[src/rtl/bram_pkg.sv]
`default_nettype none
// ============================================================================
//  Module   : bram_pkg
//  Purpose  : Shared geometry of the 8 x 4-bit circular BRAM (also used by
//             the LFSR writer side) and the drain FSM state encoding.
//  Contents : DATA_W, DEPTH, ADDR_W, state_t
//  Revision : 1.0  initial release
// ============================================================================
package bram_pkg;

    localparam int DATA_W = 4;
    localparam int DEPTH  = 8;
    localparam int ADDR_W = 3;

    // CSUM is only reached when READOUT_CHECKSUM_EN is defined.
    typedef enum logic [2:0] {
        IDLE  = 3'd0,
        ISSUE = 3'd1,
        WAIT  = 3'd2,
        HOLD  = 3'd3,
        CSUM  = 3'd4
    } state_t;

endpackage : bram_pkg
`default_nettype wire

[src/rtl/bram_reader_if.sv]
`default_nettype none
// ============================================================================
//  Module   : bram_reader_if
//  Purpose  : Bundles the reader's control, BRAM read port and output stream.
//  Modports : master - the reader (drives rd_*, out_*, busy, done)
//             slave  - the environment (drives start, wr_ptr, fill_cnt,
//                      rd_data, out_ready)
//  Revision : 1.0  initial release
// ============================================================================
interface bram_reader_if;
    import bram_pkg::*;

    logic                start;
    logic [ADDR_W-1:0]   wr_ptr;
    logic [ADDR_W:0]     fill_cnt;
    logic                rd_en;
    logic [ADDR_W-1:0]   rd_addr;
    logic [DATA_W-1:0]   rd_data;
    logic                out_valid;
    logic                out_ready;
    logic [DATA_W-1:0]   out_data;
    logic                out_last;
    logic                busy;
    logic                done;

    modport master (
        input  start, wr_ptr, fill_cnt, rd_data, out_ready,
        output rd_en, rd_addr, out_valid, out_data, out_last, busy, done
    );

    modport slave (
        output start, wr_ptr, fill_cnt, rd_data, out_ready,
        input  rd_en, rd_addr, out_valid, out_data, out_last, busy, done
    );

endinterface : bram_reader_if
`default_nettype wire

[src/rtl/bram_reader.sv]
`default_nettype none
// ============================================================================
//  Module   : bram_reader
//  Purpose  : On start, snapshots the writer's pointer and fill count and
//             drains the circular BRAM oldest-to-newest through its
//             synchronous read port onto a valid/ready stream with last flag.
//  Ports    : clk   - read clock, posedge
//             reset - asynchronous, active-high
//             bus   - bram_reader_if.master (start/wr_ptr/fill_cnt in,
//                     rd_en/rd_addr/rd_data BRAM port, out_* stream,
//                     busy/done status)
//  Options  : READOUT_CHECKSUM_EN - append an XOR checksum beat to each drain
//  Revision : 1.0  initial release
// ============================================================================
module bram_reader
    import bram_pkg::*;
(
    input  wire logic      clk,
    input  wire logic      reset,
    bram_reader_if.master  bus
);

    state_t              state_q,     state_d;
    logic [ADDR_W-1:0]   ptr_q,       ptr_d;
    logic [ADDR_W:0]     rem_q,       rem_d;
    logic                out_valid_q, out_valid_d;
    logic [DATA_W-1:0]   out_data_q,  out_data_d;
    logic                out_last_q,  out_last_d;
    logic                busy_q,      busy_d;
    logic                done_q,      done_d;
`ifdef READOUT_CHECKSUM_EN
    logic [DATA_W-1:0]   acc_q,       acc_d;
`endif

    always_ff @(posedge clk or posedge reset) begin
        if (reset) begin
            state_q     <= IDLE;
            ptr_q       <= '0;
            rem_q       <= '0;
            out_valid_q <= 1'b0;
            out_data_q  <= '0;
            out_last_q  <= 1'b0;
            busy_q      <= 1'b0;
            done_q      <= 1'b0;
`ifdef READOUT_CHECKSUM_EN
            acc_q       <= '0;
`endif
        end else begin
            state_q     <= state_d;
            ptr_q       <= ptr_d;
            rem_q       <= rem_d;
            out_valid_q <= out_valid_d;
            out_data_q  <= out_data_d;
            out_last_q  <= out_last_d;
            busy_q      <= busy_d;
            done_q      <= done_d;
`ifdef READOUT_CHECKSUM_EN
            acc_q       <= acc_d;
`endif
        end
    end

    always_comb begin
        state_d     = state_q;
        ptr_d       = ptr_q;
        rem_d       = rem_q;
        out_valid_d = out_valid_q;
        out_data_d  = out_data_q;
        out_last_d  = out_last_q;
        busy_d      = busy_q;
        done_d      = 1'b0;
`ifdef READOUT_CHECKSUM_EN
        acc_d       = acc_q;
`endif

        unique case (state_q)
            IDLE: begin
                if (bus.start) begin
`ifdef READOUT_CHECKSUM_EN
                    acc_d = '0;
`endif
                    if (bus.fill_cnt != '0) begin
                        // Low-bit subtraction: a full buffer (fill_cnt=DEPTH)
                        // lands on wr_ptr, which is the oldest entry.
                        ptr_d   = bus.wr_ptr - bus.fill_cnt[ADDR_W-1:0];
                        rem_d   = bus.fill_cnt;
                        busy_d  = 1'b1;
                        state_d = ISSUE;
                    end else begin
`ifdef READOUT_CHECKSUM_EN
                        // Empty drain still emits a zero checksum beat.
                        out_data_d  = '0;
                        out_last_d  = 1'b1;
                        out_valid_d = 1'b1;
                        busy_d      = 1'b1;
                        state_d     = CSUM;
`else
                        done_d = 1'b1;
`endif
                    end
                end
            end

            ISSUE: begin
                state_d = WAIT;
            end

            WAIT: begin
                out_data_d  = bus.rd_data;
                out_valid_d = 1'b1;
`ifdef READOUT_CHECKSUM_EN
                out_last_d  = 1'b0;
`else
                out_last_d  = (rem_q == (ADDR_W+1)'(1));
`endif
                state_d     = HOLD;
            end

            HOLD: begin
                if (bus.out_ready) begin
                    out_valid_d = 1'b0;
                    out_last_d  = 1'b0;
                    ptr_d       = ptr_q + ADDR_W'(1);
                    rem_d       = rem_q - (ADDR_W+1)'(1);
`ifdef READOUT_CHECKSUM_EN
                    acc_d       = acc_q ^ out_data_q;
`endif
                    if (rem_q == (ADDR_W+1)'(1)) begin
`ifdef READOUT_CHECKSUM_EN
                        out_data_d  = acc_q ^ out_data_q;
                        out_last_d  = 1'b1;
                        out_valid_d = 1'b1;
                        state_d     = CSUM;
`else
                        busy_d  = 1'b0;
                        done_d  = 1'b1;
                        state_d = IDLE;
`endif
                    end else begin
                        state_d = ISSUE;
                    end
                end
            end

`ifdef READOUT_CHECKSUM_EN
            CSUM: begin
                if (bus.out_ready) begin
                    out_valid_d = 1'b0;
                    out_last_d  = 1'b0;
                    busy_d      = 1'b0;
                    done_d      = 1'b1;
                    state_d     = IDLE;
                end
            end
`endif

            default: begin
                state_d = IDLE;
            end
        endcase
    end

    // Read strobe is decoded from state so it can only ever appear in ISSUE.
    assign bus.rd_en     = (state_q == ISSUE);
    assign bus.rd_addr   = (state_q == ISSUE) ? ptr_q : '0;
    assign bus.out_valid = out_valid_q;
    assign bus.out_data  = out_data_q;
    assign bus.out_last  = out_last_q;
    assign bus.busy      = busy_q;
    assign bus.done      = done_q;

endmodule : bram_reader
`default_nettype wire

[src/flat_wrapper.sv]
// flat-port wrapper written by rule: the top's interface ports become plain ports
module bram_reader_flat import bram_pkg::*;
  (clk, reset, bus_start, bus_wr_ptr, bus_fill_cnt, bus_rd_data, bus_out_ready, bus_rd_en, bus_rd_addr, bus_out_valid, bus_out_data, bus_out_last, bus_busy, bus_done);
  bram_reader_if bus_i ();
  input  wire logic clk;
  input  wire logic reset;
  input wire logic [$bits(bus_i.start)-1:0] bus_start;
  input wire logic [$bits(bus_i.wr_ptr)-1:0] bus_wr_ptr;
  input wire logic [$bits(bus_i.fill_cnt)-1:0] bus_fill_cnt;
  input wire logic [$bits(bus_i.rd_data)-1:0] bus_rd_data;
  input wire logic [$bits(bus_i.out_ready)-1:0] bus_out_ready;
  output wire logic [$bits(bus_i.rd_en)-1:0] bus_rd_en;
  output wire logic [$bits(bus_i.rd_addr)-1:0] bus_rd_addr;
  output wire logic [$bits(bus_i.out_valid)-1:0] bus_out_valid;
  output wire logic [$bits(bus_i.out_data)-1:0] bus_out_data;
  output wire logic [$bits(bus_i.out_last)-1:0] bus_out_last;
  output wire logic [$bits(bus_i.busy)-1:0] bus_busy;
  output wire logic [$bits(bus_i.done)-1:0] bus_done;
  assign bus_i.start = bus_start;
  assign bus_i.wr_ptr = bus_wr_ptr;
  assign bus_i.fill_cnt = bus_fill_cnt;
  assign bus_i.rd_data = bus_rd_data;
  assign bus_i.out_ready = bus_out_ready;
  assign bus_rd_en = bus_i.rd_en;
  assign bus_rd_addr = bus_i.rd_addr;
  assign bus_out_valid = bus_i.out_valid;
  assign bus_out_data = bus_i.out_data;
  assign bus_out_last = bus_i.out_last;
  assign bus_busy = bus_i.busy;
  assign bus_done = bus_i.done;
  bram_reader u_core (.clk(clk), .reset(reset), .bus(bus_i));
endmodule
[config.mk]
export PLATFORM = sky130hd
export DESIGN_NAME = bram_reader_flat
export DESIGN_NICKNAME = d
export VERILOG_FILES = /design/src/rtl/bram_pkg.sv /design/src/rtl/bram_reader_if.sv /design/src/rtl/bram_reader.sv /design/src/flat_wrapper.sv
export SDC_FILE = /design/constraint.sdc
export NUM_CORES = 1
export LEC_CHECK = 0
export ABC_AREA = 1
export CAP_MARGIN = 25
export CORE_UTILIZATION = 52
export DETAILED_ROUTE_END_ITERATION = 12
export PLACE_DENSITY_LB_ADDON = 0.12
export SLEW_MARGIN = 20
export SYNTH_ARGS = -nofsm -noshare
export SYNTH_HDL_FRONTEND = slang
export SYNTH_SLANG_ARGS = --single-unit
export TNS_END_PERCENT = 5
[constraint.sdc]
create_clock -name clk -period 2.39 [get_ports clk]
set_clock_uncertainty 0.05 [all_clocks]
set_input_delay 0.239 -clock clk [delete_from_list [all_inputs] [get_ports clk]]
set_output_delay 0.239 -clock clk [all_outputs]
set_load 0.03 [all_outputs]
==> reports/results.ini <==
[cells_and_area]
num_antenna_cells = 0
nNetsFinal = 202
design_area_um2 = 1400
syn2layout_area_growth_pct = 26.7
drive_gt1_frac = 0.0791

[placed_design]
dpl.hpwl_um = 1780
port_buffers = 26
place_area_um2 = 1370
place_congestion = 0.832

[worst_setup_path]
cp.required_ps = 2100
worst-endpoint-arrival_ps = 1830
cp-start-kind = flip-flop
crit_type = flip-flop to output pin
r2r_cells = 7
critical_path_buf_inv_count = 3
endpoint_kind = output pin
slowest_stage = clkdlybuf4s50_1
reg2reg_to = u_core.ptr_q[0]$_DFFE_PP0P_
r2r_slack_ps = 740
crit_family = buffers and inverters
crit_top_cell = inv_1
cp_max_fo = 4
cpPeakStageDelay_ps = 660
r2r-start = u_core.state_q[0]$_DFFE_PP0P_
crit_chain = inv_1, ha_1, nand2_1, inv_1, clkdlybuf4s50_1

[global_routing]
track_usage = 0.231
grt_pass1_vias = 871
antenna_found_initial = 0
grt_max_degree = 18
grt_pass1_wl_um = 3570
grt_overflow_total = 0

[floorplanning]
num_rows = 16
pin_count = 27
initial_core_util = 0.556
die_h_um = 48.0
chipWidth_um = 48.0
core_um2 = 1980
die-area_um2 = 2310

[pwr]
p_clk_frac = 0.087
leakage_nw = 0.749
p_sw_mw = 0.914
p_per_area_nw_per_um2 = 1320
power_frac_seq = 0.287
p_sw_frac = 0.495
irDropWorstVdd_mv = 0.931
p_int_mw = 0.934
power.total_mw = 1.85
p_comb_frac = 0.626

[synthesis]
synth_area_per_cell_um2 = 7.35
synthDistinctLibCells = 20
ys_seq_area_frac = 0.386
netlist_area_um2 = 1100
synth_nets = 174
synth_warnings = 0
ys_ff_latch = 17
synthCells = 150

[timing]
final_max_slew_viol_count = 0
hold_slack_ps = 275
setup_tns_ps = 0
worst_pin_slew_ps = 657
hold_violations = 0
min_period_over_period = 0.887
slew_headroom = 0.562
min_period_ps = 2120
setup_viol = 0
max_freq_mhz = 472
rsz0062_at_grt = no

[route]
ant_nets = 0
dr.pass1.iters = 5
via_per_inst = 4.95
avgRoutedWirePerCell_um = 11.5
drt_wl_total_um = 2340
drcViolationCount = 0
drtIter0Drc = 18
vias = 1010

[hold_path]
worstHoldPathType = primary input to async pin

[cts]
htreeDepth = 1
hold_buffers = 0
clock_sinks = 17
ctsResizeCount = 0
clock_latency_ps = 300
clkTransAtPathRegs_ps = 110
tritoncts = yes
cts.path.max_buffers = 2
cts_root_buffer = clkbuf_4
cts_made_buffers = 3
post_cts_buffers = 0

[run_status]
outcome = finished clean

[run]
maxCapViolCount = 0

## kinds of logic (layout without fill, tap and decap cells)
kind of cell,after synthesis,in the layout,synth area share
muxes,1,1,0.00908
AOI/OAI and AO/OA,10,10,0.0454
and+or+nand+nor,86,86,0.345
DFF,17,17,0.386
buffers and inverters,27,54,0.106
adders and majority gates,9,9,0.109
## routing by layer
metal,track usage,share of wire
met5,0,0
met4,0.122,0.018
met3,0.0377,0.043
met2,0.422,0.52
met1,0.255,0.42
## Yosys cell counts, drive strengths merged
cell,number,share of area
nand2,66,0.25
inv,24,0.082
dfrtp,17,0.39
nor2,9,0.037
ha,8,0.091
nand3,7,0.032
o21ai,7,0.032
a21oi,3,0.014
buf,2,0.020
nand4,2,0.011
clkbuf,1,0.0034
fa,1,0.018
mux2i,1,0.0091
nor3,1,0.0091
or2,1,0.0057
## state kept, by name, indices dropped and copies added, names as in the netlist
name	count
u_core.rem_q	4
u_core.bus.out_last	1
u_core.bus.out_data	4
u_core.ptr_q	3
u_core.bus.done	1
u_core.bus.out_valid	1
u_core.state_q	2
u_core.bus.busy	1
## worst max-delay path by stage
stage,startpoint,end,slack [ps],depth (start not counted)
global route,u_core.state_q[1]$_DFFE_PP0P_,bus_rd_addr[1],170,5
detailed placement,bus_wr_ptr[0],u_core.ptr_q[2]$_DFFE_PP0P_,480,10
global placement,bus_wr_ptr[0],u_core.ptr_q[2]$_DFFE_PP0P_,560,10
floorplan,u_core.state_q[1]$_DFFE_PP0P_,bus_rd_addr[0],970,4
finish,u_core.state_q[1]$_DFFE_PP0P_,bus_rd_addr[1],270,5
CTS,u_core.state_q[1]$_DFFE_PP0P_,bus_rd_addr[1],240,5
## area by class of cell
class                           count  area (um2)
Inverter                           24        90.1
Clock buffer                        4        26.3
Tap cell                           27        33.8
Sequential cell                    17         425
Timing Repair Buffer               26         260
Fill cell                         161         586
Multi-Input combinational cell    106         561
## cell usage in the layout (no fill, tap or decap)
cell,n
fa_1,1
mux2i_1,1
clkdlybuf4s50_1,26
or2_2,1
nand2_1,61
nand4_1,2
o21ai_1,1
nor2_1,8
dfrtp_1,17
nand2_4,3
inv_1,21
nor3_2,1
nand2_2,2
inv_2,3
o21ai_0,6
a21oi_1,3
ha_1,8
nand3_1,7
nor2_4,1
clkbuf_1,1
clkbuf_4,3
## power by group through the flow
stage / registers (mW) / clock network (mW) / logic, mW
detailed placement: 0.536 / 0 / 1.16
finish: 0.530 / 0.161 / 1.16
global route: 0.549 / 0.175 / 1.31
global placement: 0.526 / 0 / 1.13
floorplan: 0.630 / 0 / 0.743
CTS: 0.530 / 0.164 / 1.17
## per-stage QoR
step	setup WS (ps)	utilization	instances
2_1_floorplan	973	-	150
3_3_place_gp	556	0.691	200
3_5_place_dp	478	0.691	200
4_1_cts	242	0.705	204
5_1_grt	168	0.705	204
6_report	270	0.705	204
Power figures use the tool's default switching activity.
